**src/rtl/wr_ingress_pkg.sv**
```systemverilog
// Shared types and constants for the async FIFO write-side ingress stage.
package wr_ingress_pkg;

    typedef enum logic [1:0] {
        EMPTY = 2'd0,
        ONE   = 2'd1,
        TWO   = 2'd2
    } ingress_state_t;

    // All-ones value of a w-bit counter; saturates at 64 bits.
    function automatic logic [63:0] cnt_max(input int unsigned w);
        if (w >= 64) begin
            return '1;
        end
        return (64'd1 << w) - 64'd1;
    endfunction

    localparam int unsigned CNT_W_DEFAULT = 16;
    localparam logic [CNT_W_DEFAULT-1:0] CNT_MAX = CNT_W_DEFAULT'(cnt_max(CNT_W_DEFAULT));

endpackage

```
**src/rtl/sat_counter.sv**
```systemverilog
// Saturating up-counter: counts cycles with inc high, holds at all-ones.
module sat_counter
    import wr_ingress_pkg::*;
#(
    parameter int unsigned W = 16
) (
    input  logic         clk,
    input  logic         rst,
    input  logic         inc,
    output logic [W-1:0] count
);

    localparam logic [W-1:0] MAX = W'(cnt_max(W));

    always_ff @(posedge clk or posedge rst) begin
        if (rst) begin
            count <= '0;
        end else if (inc && (count != MAX)) begin
            count <= count + W'(1);
        end
    end

endmodule

```
**src/rtl/wr_ingress_ctrl.sv**
```systemverilog
// Write-domain ingress: 2-entry skid buffer feeding the async FIFO write port,
// throttled by the registered full/almost-full flags, plus write/stall statistics.
module wr_ingress_ctrl
    import wr_ingress_pkg::*;
#(
    parameter int unsigned DSIZE = 8,
    parameter int unsigned CNT_W = 16
) (
    input  logic             wclk_i,
    input  logic             wrst_i,
    input  logic             in_valid,
    input  logic [DSIZE-1:0] in_data,
    output logic             in_ready,
    input  logic             fifo_full,
    input  logic             fifo_almost_full,
    output logic             wen,
    output logic [DSIZE-1:0] wdata,
    output logic [CNT_W-1:0] wr_count,
    output logic [CNT_W-1:0] stall_count,
    output logic             busy
);

    ingress_state_t   state_q, state_d;
    logic [DSIZE-1:0] main_q, main_d;
    logic [DSIZE-1:0] skid_q, skid_d;
    logic             in_ready_d;
    logic             out_valid_c;
    logic             accept_c;

    assign out_valid_c = (state_q != EMPTY);
    assign accept_c    = in_valid & in_ready;
    // wen is a decode of registered state and the registered full flag only
    assign wen         = out_valid_c & ~fifo_full;
    assign wdata       = main_q;
    assign busy        = out_valid_c;

    // Occupancy FSM; main always holds the oldest word so wdata is stable while stalled
    always_comb begin
        state_d = state_q;
        main_d  = main_q;
        skid_d  = skid_q;
        unique case (state_q)
            EMPTY: begin
                if (accept_c) begin
                    state_d = ONE;
                    main_d  = in_data;
                end
            end
            ONE: begin
                if (accept_c && !wen) begin
                    state_d = TWO;
                    skid_d  = in_data;
                end else if (accept_c && wen) begin
                    main_d  = in_data;
                end else if (wen) begin
                    state_d = EMPTY;
                end
            end
            TWO: begin
                if (wen) begin
                    state_d = ONE;
                    main_d  = skid_q;
                end
            end
            default: state_d = EMPTY;
        endcase
        // Almost-full keeps the skid slot free as headroom
        in_ready_d = (state_d == EMPTY) | ((state_d == ONE) & ~fifo_almost_full);
    end

    always_ff @(posedge wclk_i or posedge wrst_i) begin
        if (wrst_i) begin
            state_q  <= EMPTY;
            main_q   <= '0;
            skid_q   <= '0;
            in_ready <= 1'b0;
        end else begin
            state_q  <= state_d;
            main_q   <= main_d;
            skid_q   <= skid_d;
            in_ready <= in_ready_d;
        end
    end

    sat_counter #(.W(CNT_W)) u_wr_cnt (
        .clk   (wclk_i),
        .rst   (wrst_i),
        .inc   (wen),
        .count (wr_count)
    );

    sat_counter #(.W(CNT_W)) u_stall_cnt (
        .clk   (wclk_i),
        .rst   (wrst_i),
        .inc   (out_valid_c & fifo_full),
        .count (stall_count)
    );

endmodule

```
**config.mk**
```make
export PLATFORM = sky130hd
export DESIGN_NAME = wr_ingress_ctrl
export DESIGN_NICKNAME = d
export VERILOG_FILES = /design/src/rtl/wr_ingress_pkg.sv /design/src/rtl/sat_counter.sv /design/src/rtl/wr_ingress_ctrl.sv
export SDC_FILE = /design/constraint.sdc
export NUM_CORES = 1
export LEC_CHECK = 0
export ABC_CLOCK_PERIOD_IN_PS = 1800
export CAP_MARGIN = 20
export CORE_MARGIN = 3
export CORE_UTILIZATION = 30
export DETAILED_ROUTE_END_ITERATION = 7
export PLACE_DENSITY_LB_ADDON = 0.2
export SLEW_MARGIN = 0
export SYNTH_ARGS = -nofsm -noshare
export SYNTH_HDL_FRONTEND = slang
export SYNTH_SLANG_ARGS = --single-unit
```
**constraint.sdc**
```tcl
create_clock -name wclk_i -period 1.8 [get_ports wclk_i]
set_input_delay 0.36 -clock wclk_i [delete_from_list [all_inputs] [get_ports wclk_i]]
set_output_delay 0.36 -clock wclk_i [all_outputs]
set_load 0.005 [all_outputs]
```
# ---- Word-level counts from Yosys, hierarchy flattened
# Index checks and enable logic that the tools add are counted.
dict set report word_totals {
  register_bits 51
  inputBits 13
}
dict set report classes {
  addsub 2
  eq_ne 9
  muxes 11
  bitwise_logic 7
  n_reduce_logical 11
}
# op n
set op_table {}
lappend op_table {{$add 16x1->16 const B} 2}
lappend op_table {{$mux 8} 4}
lappend op_table {{$ne 16x16->1 const B} 2}
lappend op_table {{$pmux 8 s3} 1}
lappend op_table {{$mux 2} 5}
lappend op_table {{$ne 2x2->1 const B} 4}
lappend op_table {{$pmux 2 s3} 1}
lappend op_table {{$reduce_and 5->1} 1}
lappend op_table {{$and 1x1->1} 4}
lappend op_table {{$eq 2x1->1 const B} 2}
lappend op_table {{$logic_and 1x1->1} 4}
lappend op_table {{$logic_not 2->1} 2}
lappend op_table {{$reduce_bool 3->1} 1}
lappend op_table {{$eq 2x2->1 const B} 1}
lappend op_table {{$not 1->1} 2}
lappend op_table {{$reduce_and 2->1} 1}
lappend op_table {{$reduce_bool 2->1} 1}
lappend op_table {{$logic_not 1->1} 1}
lappend op_table {{$or 1x1->1} 1}

# ---- Depth between registers and ports, before layout
# Gate-level depths: netlist of run 1.
dict set report depth {
  ltp_word 9
  mapped_depth 7
  ltp_nobuf 6
}

# ---- Modules after synthesis
# A second synthesis of run 1 with hierarchy kept.
dict set report hier_totals {
  hier_cells 214
  area_unflattened_um2 2492.4
}
# mod instances cells_per_inst area_per_inst_um2 seq_area_each_um2
set modules_own_cells {}
lappend modules_own_cells {sat_counter 2 71 805.8 400.4}
lappend modules_own_cells {wr_ingress_ctrl 1 72 880.8 475.5}

# ---- Least setup slack after synthesis of run 1
# Ideal clock, no wire load.
dict set report synth_path {
  kind {reg-to-reg}
  from {register u_wr_cnt.count[0]}
  to {register u_wr_cnt.count[13]}
  t_arrival_ns 1.704
  required_ns 1.676
  setup_slack_ns -0.028
  path_stages_with_launch 7
  n_path_buf 0
  synth_period_minus_slack_ns 1.828
  cell_sequence {dfrtp_1 -> ha_1 -> and3_2 -> and3_4 -> a2111oi_4 -> nand4_1 -> xnor2_1}
}
dict set report synth_between {
  elab_chain_len 2
  elab_cells_between_ends 3
}
# item line
set synth_rtl {}
lappend synth_rtl {{start: declaration} sat_counter.sv:10} ;# output logic [W-1:0] count
lappend synth_rtl {{start signal: assignment} sat_counter.sv:19} ;# count <= count + W'(1);
lappend synth_rtl {{branches (longest 2 deep; another with $add 16x1->16)} --}
# Parallel ways; which one is timed is not known.
# A chain may end at the register's enable or synchronous reset.

# ---- Worst setup path after layout of run 1
dict set report layout_path {
  from {register u_wr_cnt.count[1]}
  to {register u_wr_cnt.count[13]}
}
# Same word-level chain as after synthesis.

==> results of run 1 <==
## worst min-delay path by stage
| stage | startpoint | end | slack, ns |
|---|---|---|---|
| 2_1_floorplan | fifo_almost_full | in_ready | 0.44 |
| 3_3_place_gp | wdata[2] | wdata[2] | 0.47 |
| 3_5_place_dp | wdata[6] | wdata[6] | 0.47 |
| 4_1_cts | wrst_i | u_wr_cnt.count[14] | 0.36 |
| 5_1_grt | wrst_i | u_wr_cnt.count[14] | 0.38 |
| 6_report | wrst_i | u_wr_cnt.count[4] | 0.36 |
## critical path: cells and delay by family (launching register included)
| family | cells | cell delay (ns) |
|---|---|---|
| AOI/OAI and AO/OA | 1 | 0.39 |
| xor gates and xnor gates | 1 | 0.15 |
| adders and majority gates | 1 | 0.19 |
| DFF | 1 | 0.40 |
| and+or+nand+nor | 3 | 0.53 |
## per-layer routing
metal	up-vias	wire [µm]
li1	918	-
met1	882	2330
met2	35	2460
met3	6	234
met4	0	54
met5	-	0
## cells in the mapped netlist, types with 2 or more instances
cell      n
dfrtp_1  51
nand2_1  27
xnor2_1  16
xor2_1   11
mux2_2   10
nor2_1   10
o21ai_0  10
nand4_1   9
mux2i_1   8
nand3_1   7
inv_1     6
a21oi_1   5
nor3_1    4
a31oi_1   3
and2_1    3
and4_1    3
and3_4    2
and4_2    2
ha_1      2
## cell families (layout without fill, tap and decap cells)
group                    Yosys count  in the layout  share of synthesized area, %
XOR/XNOR                          27             27                          9.99
AND/OR/NAND/NOR                   77             77                          17.5
buffers and inverters              8            106                          1.37
multiplexers                      18             18                          8.14
flip-flops                        51             51                          53.9
AO/OA/AOI/OAI                     25             25                          7.98
adder cells (fa/ha/maj)            2              2                          1.06
## per-stage QoR
step,worst slack [ns],hold WS [ns],utilization (%),setup TNS [ns],area [µm²]
after CTS,-0.0111,0.362,46.0,-0.0111,3420
final,0.0464,0.356,46.3,0,3450
after global routing,0.00325,0.381,46.3,0,3450
after floorplan,0.0254,0.444,-,0,2370
after global placement,-0.264,0.465,44.4,-4.28,3300
after detailed placement,-0.363,0.469,44.4,-5.36,3300
## final cells by class
cell class                      instances  share of cell area (%)
Clock buffer                            6                    2.10
Clock inverter                          2                   0.472
Inverter                                6                   0.653
Multi-Input combinational cell        149                    31.4
Sequential cell                        51                    37.0
Tap cell                               99                    3.59
Timing Repair Buffer                   92                    24.8
## repair_timing
action | CTS | global route
resized for setup | 5 | 6
buffers inserted | 3 | 1
endpoints found under the setup margin | 4 | 15
pin swaps | 4 | 4
## report_power, final
part | leakage [µW] | internal (µW) | switching [µW] | total [µW]
clock network | 0.0000418 | 280 | 379 | 659
logic | 0.000863 | 963 | 631 | 1590
registers | 0.000655 | 1470 | 229 | 1700
## flip-flops by register name, indices dropped and copies added (netlist names)
signal             flops
in_ready               1
skid_q                 8
state_q                2
u_stall_cnt.count     16
u_wr_cnt.count        16
wdata                  8
## layout by cell type, fill, tap and decap left out, drive strengths merged, types with 4 or more instances in the layout
| master | count |
|---|---|
| inv | 7 |
| o21ai | 10 |
| nor3 | 5 |
| clkbuf | 6 |
| buf | 37 |
| mux2 | 10 |
| and4 | 5 |
| dfrtp | 51 |
| mux2i | 8 |
| a21oi | 5 |
| nor2 | 11 |
| nand2 | 27 |
| xnor2 | 16 |
| clkdlybuf4s50 | 52 |
| nand3 | 8 |
| and3 | 4 |
| nand4 | 9 |
| xor2 | 11 |
==> flow_metrics.tcl, run 1 <==
set metrics [dict create \
    grt_first_pass_wirelength_mm 8.57 \
    initial_utilization_pct 31.8 \
    final-hold-violation-count 0 \
    crit_required_ns 2.00 \
    syn_area_um2 2370 \
    vias 1841 \
    yosysWarnings 0 \
    use_met2_pct 20.6 \
    synth-edff-count 0 \
    cts_root_buf "clkbuf_8" \
    critPathLaunchType "flop" \
    synthArstFlopShare_pct 100 \
    grt_pass1_vias 1855 \
    hold_buffers 0 \
    gp_congestion 0.747 \
    synth_cells 208 \
    drt_iter0_drc 29 \
    n_fill_cell 726 \
    antenna_found_initial 0 \
    gr-usage-met3_pct 3.19 \
    ys_seq_area_share_pct 53.9 \
    irDropWorstVdd_mv 0.528 \
    max_slew_margin_pct 67.1 \
    core_area_um2 7450 \
    drt-pass1-iter-count 4 \
    multi_input_area_um2 1080 \
    io_pins 56 \
    synth_top_area_share_pct 53.9 \
    r2r-end "u_wr_cnt.count[13]" \
    num_antenna_cells 0 \
    fp.dieArea_um2 8990 \
    rsz0062_at_grt "false" \
    outcome "finished clean" \
    tightest_slew_ns 0.493 \
    num_rows 31 \
    fin_skew_ns 0.0134 \
    grt_util_all_layers_pct 12.0 \
    met1_usage_pct 14.7 \
    ys.flop_type "dfrtp_1" \
    crit_chain "ha_2 > and3_4 > and3_4 > a2111oi_4 > nand4_1 > xnor2_1" \
    grt_max_degree 28 \
    cts_tree "yes" \
    fin_crit_sh_pct 97.4 \
    r2r_cells 6 \
    grt-ovfl-total 0 \
    routed_wirelength_mm 5.07 \
    fin_crit_ns 1.75 \
    vias_per_cell 4.55 \
    yosys-top-cells-area "dfrtp_1 (54%), xnor2_1 (5.9%), mux2_2 (4.8%), nand2_1 (4.3%), xor2_1 (4.1%)" \
    busiest_layer "met2" \
    hpwl_mm 3.76 \
    crit_type "flop to flop" \
    ys_types 38 \
    crit_arrival_ns 1.95 \
    crit_end "u_wr_cnt.count[13]" \
    reg2reg_setup_slack_ns 0.05 \
    area_delta_synth_final_pct 45.7 \
    clkSinkCount 51 \
    cts-htree-levels 2 \
    regArea_um2 1280 \
    power_leakage_uw 0.00156 \
    maxCapViolCount 0 \
    pwr_density_cell_nw_per_um2 1150 \
    stdcell_count 405 \
    numCtsBuffers 5 \
    synth_top_area_cell "dfrtp_1" \
    clk_latency_ns 0.30 \
    cts_max_path_buffers 2 \
    placed_cells 393 \
    worstSetupEndpointType "flop" \
    finalPower_uw 3950 \
    crit_top_cell "and3_4" \
    r2r-start "u_wr_cnt.count[1]" \
    path_max_fanout 4 \
    max_freq_mhz 570 \
    slew_viol_final 0 \
    wl_per_cell_um 12.5 \
    cp-startpoint "u_wr_cnt.count[1]" \
    io_buffer_count 55 \
    drcViolationCount 0 \
    crit_path_max_incr_delay_ns 0.40 \
    critPathSlowestCell "dfrtp_1" \
    postRouteAntennaNets 0 \
    path_clk_slew_ns 0.09 \
    avgSynthCellArea_um2 11.4 \
    synth-seq-cells 51 \
    fin_nets 320 \
    chipHeight_um 94.8 \
    die_x_um 94.8 \
    finalSetupViolations 0 \
    min_path_type "primary input to async pin" \
    synthesis.nets 223 \
    drive_gt1_share_pct 23.9 \
]
(Power assumes the default switching activity.)
==> run 2, diff against run 1 <==
--- a/config.mk
+++ b/config.mk
@@ -8,7 +8,7 @@
 export ABC_CLOCK_PERIOD_IN_PS = 1800
 export CAP_MARGIN = 20
 export CORE_MARGIN = 3
-export CORE_UTILIZATION = 30
+export CORE_UTILIZATION = 45
 export DETAILED_ROUTE_END_ITERATION = 7
 export PLACE_DENSITY_LB_ADDON = 0.2
 export SLEW_MARGIN = 0
==> run 2 against run 1 <==
Fmax shrank 2.6%. Final area decreased by 1.1%. Largest power group unchanged. Critical path type unchanged. Critical endpoint unchanged. Clock skew down 0.0089 ns. Critical path depth unchanged. Sequential power about the same. Global-route usage up 5.2 points.
==> flow_metrics.tcl, run 2 (synthesis gave the netlist of run 1 again) <==
set metrics [dict create \
    outcome "finished clean" \
    drive_gt1_share_pct 23.7 \
    max_freq_mhz 556 \
    clk_latency_ns 0.29 \
    clkSinkCount 51 \
    num_antenna_cells 0 \
    reg_top3 "u_stall_cnt.count (16), u_wr_cnt.count (16)" \
    drcViolationCount 0 \
    cts_max_path_buffers 2 \
    finalSetupViolations 0 \
    core_area_um2 4910 \
    min_path_type "primary input to async pin" \
    io_pins 56 \
    antenna_found_initial 0 \
    cts-htree-levels 2 \
    critPathLaunchType "flop" \
    fp.dieArea_um2 6170 \
    grt_max_degree 52 \
    finalSetupTns_ns 0 \
    rsz0062_at_grt "true" \
    drt-pass1-iter-count 4 \
    final-hold-violation-count 0 \
    p_int_uw 2760 \
    postRouteAntennaNets 0 \
    tightest_slew_ns 0.502 \
    r2r-end "u_wr_cnt.count[13]" \
    crit_arrival_ns 1.99 \
    maxCapViolCount 0 \
    cts_root_buf "clkbuf_8" \
    worstSetupEndpointType "flop" \
    r2r_cells 6 \
    num_rows 25 \
    crit_required_ns 1.99 \
    fin_crit_sh_pct 100 \
    clkPwrFrac_pct 17.7 \
    pwr_density_cell_nw_per_um2 1170 \
    grt_util_all_layers_pct 17.2 \
    die_x_um 78.5 \
    power_frac_comb_pct 39.0 \
    power.switching_uw 1220 \
    io_buffer_count 55 \
    multi_input_area_um2 1120 \
    path_max_fanout 4 \
    final_cell_mix "clkdlybuf4s50_1 (53), dfrtp_1 (50), buf_4 (28)" \
    worst_hold_slack_ns 0.417 \
    fin_nets 314 \
    chipHeight_um 78.5 \
    vias 1822 \
    reg2reg_setup_slack_ns 0.0001 \
    hold_buffers 0 \
    vias_per_cell 4.96 \
    seq_power_share_pct 43.3 \
    n_fill_cell 405 \
    cts_tree "yes" \
    path_clk_slew_ns 0.09 \
    fin_crit_ns 1.80 \
    irDropWorstVdd_mv 0.535 \
    grt-ovfl-total 0 \
    max_slew_margin_pct 66.5 \
    area_delta_synth_final_pct 44.0 \
    grt_pass1_vias 1875 \
    wl_per_cell_um 13.3 \
    hpwl_mm 3.61 \
    grt_first_pass_wirelength_mm 8.55 \
    fin_skew_ns 0.00445 \
    drt_iter0_drc 67 \
    layout_commonest_cell "clkdlybuf4s50_1" \
    gp_congestion 0.733 \
    r2r-start "u_wr_cnt.count[1]" \
    slew_viol_final 0 \
    numCtsBuffers 5 \
    initial_utilization_pct 48.2 \
    regArea_um2 1280 \
    switching_share_pct 30.7 \
    power_leakage_uw 0.00156 \
    crit_type "flop to flop" \
    final_core_util_pct 69.4 \
    routed_wirelength_mm 4.88 \
]
[run 2: stage by stage]
step | power, µW | instances | instance area, µm² | worst slack [ns]
after floorplan | 2390 | 208 | 2370 | 0.0254
after global placement | 3160 | 356 | 3210 | -0.299
after detailed placement | 3210 | 356 | 3210 | -0.447
after CTS | 3940 | 368 | 3350 | -0.0381
after global routing | 4270 | 367 | 3410 | -0.0831
final | 3970 | 367 | 3410 | 0.000125
[run 2: timing repair]
item	in CTS	in global routing
gates resized for setup	6	13
setup endpoints to repair	13	22
hold endpoints to repair	0	0
pin swaps	5	6
buffers inserted	4	1
[run 2: worst max-delay path, stage by stage (launching register included)]
cell and delay [ns]:
dfrtp_1 0.40, ha_2 0.19, and3_4 0.18, and3_4 0.19
a2111oi_4 0.41, nand4_1 0.17, xnor2_1 0.15
[run 2: layout make-up]
type,instances,area share [%]
Sequential cell,51,37.5
Clock buffer,8,2.94
Timing Repair Buffer,86,23.5
Tap cell,67,2.46
Multi-Input combinational cell,149,33.0
Inverter,6,0.661
[run 2: routing by layer]
layer | routed length (µm) | up-vias | track usage [%] | part of all wire [%]
met5 | 0 | - | 0 | 0
met4 | 48 | 0 | 5.42 | 0.98
met3 | 158 | 5 | 3.10 | 3.2
li1 | - | 912 | - | -
met1 | 2200 | 872 | 21.9 | 45
met2 | 2470 | 33 | 29.7 | 51
[run 2: power by group through the flow]
| stage | combinational (µW) | sequential (µW) | clock [µW] |
|---|---|---|---|
| after floorplan | 638 | 1750 | 0 |
| final | 1550 | 1720 | 703 |
| after CTS | 1510 | 1710 | 723 |
| after global routing | 1720 | 1780 | 777 |
| after detailed placement | 1470 | 1740 | 0 |
| after global placement | 1420 | 1730 | 0 |
[run 2: worst max-delay path by stage]
stage,slack (ns),start,endpoint
floorplan,0.03,u_wr_cnt.count[0],u_wr_cnt.count[13]
global placement,-0.30,fifo_full,wdata[7]
detailed placement,-0.45,fifo_full,wdata[5]
CTS,-0.04,u_wr_cnt.count[1],u_wr_cnt.count[13]
global route,-0.08,u_wr_cnt.count[0],u_wr_cnt.count[13]
finish,0.0001,u_wr_cnt.count[1],u_wr_cnt.count[13]
